**config.mk**
```make
export PLATFORM = sky130hd
export DESIGN_NAME = param_updown_counter
export DESIGN_NICKNAME = d
export VERILOG_FILES = /design/src/rtl/param_updown_counter.sv
export SDC_FILE = /design/constraint.sdc
export NUM_CORES = 1
export LEC_CHECK = 0
export CORE_AREA = 3 3 44 76
export DETAILED_ROUTE_END_ITERATION = 8
export DIE_AREA = 0 0 47 79
export GPL_ROUTABILITY_DRIVEN = 0
export PLACE_DENSITY = 0.8
export SLEW_MARGIN = 20
export SYNTH_ARGS = -nofsm -noshare
export SYNTH_HDL_FRONTEND = slang
export SYNTH_SLANG_ARGS = --single-unit
```
**constraint.sdc**
```tcl
create_clock -name clk -period 3.5 [get_ports clk]
set_input_delay 0.525 -clock clk [delete_from_list [all_inputs] [get_ports clk]]
set_output_delay 0.525 -clock clk [all_outputs]
set_load 0.01 [all_outputs]
```
**src/rtl/param_updown_counter.sv**
```systemverilog
// rtl/param_updown_counter.sv - parametrised up/down counter with wrap, saturate and one-shot modes
// Optional Gray-coded count output enabled by PARAM_COUNTER_GRAY_OUT_EN.
module param_updown_counter #(
   parameter int unsigned      WIDTH     = 8,
   parameter logic [WIDTH-1:0] MAX_COUNT = {WIDTH{1'b1}},
   parameter logic [WIDTH-1:0] RESET_VAL = '0
) (
   input  logic             clk,
   input  logic             reset,
   input  logic             enable,
   input  logic             up,
   input  logic             load,
   input  logic [WIDTH-1:0] load_val,
   input  logic [1:0]       mode,
   input  logic             start,
   output logic [WIDTH-1:0] count,
   output logic             tc,
   output logic             ovf,
   output logic             busy,
   output logic             done
`ifdef PARAM_COUNTER_GRAY_OUT_EN
   ,
   output logic [WIDTH-1:0] count_gray
`endif
);

   typedef enum logic [1:0] {S_IDLE, S_RUN, S_DONE} state_t;

   localparam logic [1:0] MODE_WRAP    = 2'b00;
   localparam logic [1:0] MODE_SAT     = 2'b01;
   localparam logic [1:0] MODE_ONESHOT = 2'b10;

   state_t           r_state, w_nxt_state;
   logic [WIDTH-1:0] r_count, w_nxt_count;
   logic             r_tc, w_nxt_tc;
   logic             r_ovf, w_nxt_ovf;
   logic             r_busy, w_nxt_busy;
   logic             r_done, w_nxt_done;
   logic [WIDTH-1:0] w_target;
   logic [WIDTH-1:0] w_origin;
   logic [WIDTH-1:0] w_step;
   logic [WIDTH-1:0] w_load_sat;
   logic             w_term;

   // The terminal follows the live direction, so flipping up mid-run retargets at once.
   assign w_target   = up ? MAX_COUNT : '0;
   assign w_origin   = up ? '0 : MAX_COUNT;
   assign w_term     = (r_count == w_target);
   assign w_step     = up ? (r_count + WIDTH'(1)) : (r_count - WIDTH'(1));
   assign w_load_sat = (load_val > MAX_COUNT) ? MAX_COUNT : load_val;

   always_comb begin
      w_nxt_state = r_state;
      w_nxt_count = r_count;
      w_nxt_tc    = 1'b0;
      w_nxt_ovf   = r_ovf;
      w_nxt_busy  = r_busy;
      w_nxt_done  = 1'b0;
      if (load) begin
         w_nxt_count = w_load_sat;
         w_nxt_ovf   = 1'b0;
         w_nxt_state = S_IDLE;
         w_nxt_busy  = 1'b0;
      end else if (r_state != S_IDLE && mode != MODE_ONESHOT) begin
         // Leaving one-shot mid-run aborts silently and keeps the count.
         w_nxt_state = S_IDLE;
         w_nxt_busy  = 1'b0;
      end else begin
         case (mode)
            MODE_WRAP: begin
               if (enable) begin
                  if (w_term) begin
                     w_nxt_count = w_origin;
                     w_nxt_tc    = 1'b1;
                     w_nxt_ovf   = 1'b1;
                  end else begin
                     w_nxt_count = w_step;
                  end
               end
            end
            MODE_SAT: begin
               if (enable) begin
                  if (w_term) begin
                     w_nxt_tc  = 1'b1;
                     w_nxt_ovf = 1'b1;
                  end else begin
                     w_nxt_count = w_step;
                  end
               end
            end
            MODE_ONESHOT: begin
               case (r_state)
                  S_IDLE: begin
                     if (start) begin
                        w_nxt_state = S_RUN;
                        w_nxt_count = w_origin;
                        w_nxt_busy  = 1'b1;
                     end
                  end
                  S_RUN: begin
                     if (enable) begin
                        if (!w_term) begin
                           w_nxt_count = w_step;
                        end
                        if (w_term || w_step == w_target) begin
                           w_nxt_state = S_DONE;
                           w_nxt_busy  = 1'b0;
                           w_nxt_done  = 1'b1;
                           w_nxt_tc    = 1'b1;
                        end
                     end
                  end
                  default: begin
                     w_nxt_state = S_IDLE;
                  end
               endcase
            end
            default: begin
            end
         endcase
      end
   end

   always_ff @(posedge clk or posedge reset) begin
      if (reset) begin
         r_state <= S_IDLE;
         r_count <= RESET_VAL;
         r_tc    <= 1'b0;
         r_ovf   <= 1'b0;
         r_busy  <= 1'b0;
         r_done  <= 1'b0;
      end else begin
         r_state <= w_nxt_state;
         r_count <= w_nxt_count;
         r_tc    <= w_nxt_tc;
         r_ovf   <= w_nxt_ovf;
         r_busy  <= w_nxt_busy;
         r_done  <= w_nxt_done;
      end
   end

   assign count = r_count;
   assign tc    = r_tc;
   assign ovf   = r_ovf;
   assign busy  = r_busy;
   assign done  = r_done;

`ifdef PARAM_COUNTER_GRAY_OUT_EN
   logic [WIDTH-1:0] r_gray;

   always_ff @(posedge clk or posedge reset) begin
      if (reset) begin
         r_gray <= RESET_VAL ^ (RESET_VAL >> 1);
      end else begin
         r_gray <= w_nxt_count ^ (w_nxt_count >> 1);
      end
   end

   assign count_gray = r_gray;
`endif

endmodule
```
==> results <==
power groups by stage:
stage | combinational [mW] | clock (mW) | sequential [mW]
2_1_floorplan | 0.219 | 0 | 0.200
3_3_place_gp | 0.318 | 0 | 0.203
3_5_place_dp | 0.329 | 0 | 0.204
4_1_cts | 0.332 | 0.166 | 0.201
5_1_grt | 0.368 | 0.175 | 0.203
6_report | 0.335 | 0.164 | 0.202
path summary, 6_finish.rpt:
path                                    to  slack, ns
worst max-delay path                  done       0.22
worst min register to register         ovf       0.51
worst min-delay path                   ovf       0.51
min in group asynchronous       r_state[1]       0.62
worst max register to register        done       0.75
max in group asynchronous         count[3]       2.51
layout by cell type, fill, tap and decap left out, drive strengths merged, types with 4 or more instances in the layout:
master / synthesis / routed
ha: 10 / 10
a211oi: 5 / 5
nor3: 4 / 4
nor2: 21 / 21
xor2: 5 / 5
a21oi: 19 / 19
o21ai: 14 / 14
inv: 10 / 10
nand2: 19 / 19
buf: 4 / 7
clkbuf: 8 / 4
dfrtp: 14 / 14
xnor2: 5 / 5
clkdlybuf4s50: 0 / 27
metal layers:
layer / global-route usage / vias to the layer above / part of all wire
met2: 0.452 / 68 / 0.58
met4: 0.125 / 0 / 0.036
met1: 0.246 / 724 / 0.35
met3: 0.0295 / 17 / 0.038
li1: - / 726 / -
met5: 0 / - / 0
cells by family (layout without fill, tap and decap cells):
group | count (synthesis) | count (layout) | share of synthesized area
compound gates | 62 | 62 | 0.290
xor+xnor | 10 | 10 | 0.0612
fa+ha+maj | 11 | 11 | 0.101
buf+inv | 23 | 49 | 0.0744
flops | 14 | 14 | 0.245
simple gates | 67 | 67 | 0.228
tightest hold or removal path: cells and delay by family, from the launching register on:
| family | cells | cell delay, ns |
|---|---|---|
| DFF | 1 | 0.37 |
| AOI/OAI and AO/OA | 1 | 0.05 |
| buffers and inverters | 1 | 0.05 |
sequential cells by signal (all words and copies together), names as in the netlist:
name / cells
r_state: 2
busy: 1
tc: 1
ovf: 1
done: 1
count: 8
layout make-up:
class | count | area share
Inverter | 11 | 0.0232
Tap cell | 27 | 0.0190
Multi-Input combinational cell | 150 | 0.548
Clock buffer | 4 | 0.0310
Timing Repair Buffer | 34 | 0.182
Sequential cell | 14 | 0.197
metrics by stage:
step                std cells  cell area, um2   util
detailed placement        236            1720  0.625
finish                    240            1780  0.645
global placement          236            1720  0.625
CTS                       240            1780  0.645
global route              240            1780  0.645
floorplan                 187            1430      -
==> results.sh <==
export IMPL_status="finished, final reports clean"
export IMPL_cts_resized_gates=0
export IMPL_drc_errors=0
export IMPL_crit_arrival_ns=3.41
export IMPL_grt_pass1_vias=1555
export IMPL_startpoint="up"
export IMPL_route_vias_total=1535
export IMPL_synth_most_common_cell="nor2_1"
export IMPL_clockBufferDepth=2
export IMPL_setup_tns_ns=0
export IMPL_clk_latency_ns=0.25
export IMPL_rsz0062_at_grt="no"
export IMPL_cts_clk_slew_worst_paths_ns=0.06
export IMPL_synthTopCellsByArea="dfrtp_1 (24%), ha_1 (8.7%), a21oi_1 (6.6%)"
export IMPL_n_fill_cell=269
export IMPL_netlist_area_um2=1430
export IMPL_layout_nets=241
export IMPL_endpoint_kind="register"
export IMPL_p_leak_nw=0.768
export IMPL_yosys_most_used_dff="dfrtp_1"
export IMPL_grt_max_degree=24
export IMPL_num_rows=25
export IMPL_antenna_found_initial=0
export IMPL_netlist_instances=187
export IMPL_critPathLaunchType="input port"
export IMPL_multiInputGateArea_um2=973
export IMPL_post_route_period_util=0.936
export IMPL_finalHoldViolations=0
export IMPL_die_height_um=79
export IMPL_power_internal_uw=428
export IMPL_drive_above_1_share=0.0892
export IMPL_worstPathMaxFanout=7
export IMPL_ant_nets=0
export IMPL_peakVddDrop_mv=0.233
export IMPL_die_w_um=47
export IMPL_min_delay_start="ovf"
export IMPL_dp_slack_ns=0.0520
export IMPL_postCtsSetupRepairBufs=0
export IMPL_boundaryPins=28
export IMPL_fp_dieArea_um2=3710
export IMPL_cap_violations=0
export IMPL_pwr_share_seq=0.288
export IMPL_r2r_start="count[0]"
export IMPL_max_freq_mhz=305
export IMPL_synth_top_cell_area_share=0.245
export IMPL_yosys_top_cells_count="nor2_1 (21), a21oi_1 (19), nand2_1 (19)"
export IMPL_max_stage_delay_ns=0.49
export IMPL_path_common_cell="a211oi_1"
export IMPL_initial_utilization=0.520
export IMPL_cts_root_buf="clkbuf_8"
export IMPL_cts_tree="built"
export IMPL_path_delay_family="compound AO/OA/AOI/OAI gates"
export IMPL_synth_async_reset_ratio=1.00
export IMPL_slew_headroom=0.630
export IMPL_power_share_switching=0.389
export IMPL_p_total_uw=701
export IMPL_finalHoldWorstSlack_ns=0.513
export IMPL_ys_seq_elements=14
export IMPL_drtIter0Drc=92
export IMPL_synth_top_area_cell="dfrtp_1"
export IMPL_synth_cell_types=50
export IMPL_grt_usage=0.245
export IMPL_worst_pin_slew_ns=0.551
export IMPL_path_buf_inv=2
export IMPL_routed_wl_mm=4.15
export IMPL_dp_hpwl_mm=3.32
export IMPL_firstDrtPassIters=4
export IMPL_p_sw_uw=273
export IMPL_synth_edff_count=0
export IMPL_core_area_um2=2750
export IMPL_clock_sinks=14
export IMPL_whs_path_depth=2
export IMPL_critical_path_class="input port to register"
export IMPL_diodes=0
export IMPL_synthToLayoutAreaGrowth_pct=24.2
export IMPL_synth_seq_area_share=0.245
export IMPL_final_min_clock_period_ns=3.28
export IMPL_pwr_share_comb=0.478
export IMPL_syn_num_nets=214
export IMPL_crit_required_ns=3.64
export IMPL_cts_buffers=3
export IMPL_hold_buffers=0
export IMPL_critPathSlowestCell="clkdlybuf4s50_1"
export IMPL_reg2reg_depth=8
export IMPL_port_buffers=27
export IMPL_setup_viol=0
export IMPL_skew_ns=0.00233
export IMPL_yosysWarnings=0
export IMPL_routed_via_density=6.40
export IMPL_hp_class="register to register"
export IMPL_syn_area_per_cell_um2=7.65
export IMPL_htree_levels=1
export IMPL_detail_route_wl_per_cell_um=17.3
export IMPL_setup_slack_ns=0.225
export IMPL_critical_path_cell_chain="clkdlybuf4s50_1 -> clkinv_1 -> ha_1 -> a211oi_1 -> nor2_1 -> xor2_1 -> nor4_1 -> o221ai_2 -> a211oi_1"
export IMPL_grt_ovfl_total=0
export IMPL_register_area_um2=350
export IMPL_slew_viol_final=0
export IMPL_grt_pass1_wl_mm=6.71
export IMPL_power_frac_clock=0.234
export IMPL_powerDensity_nw_per_um2=395
export IMPL_path_depth=9
No activity file was read; power rests on OpenSTA's default activity.
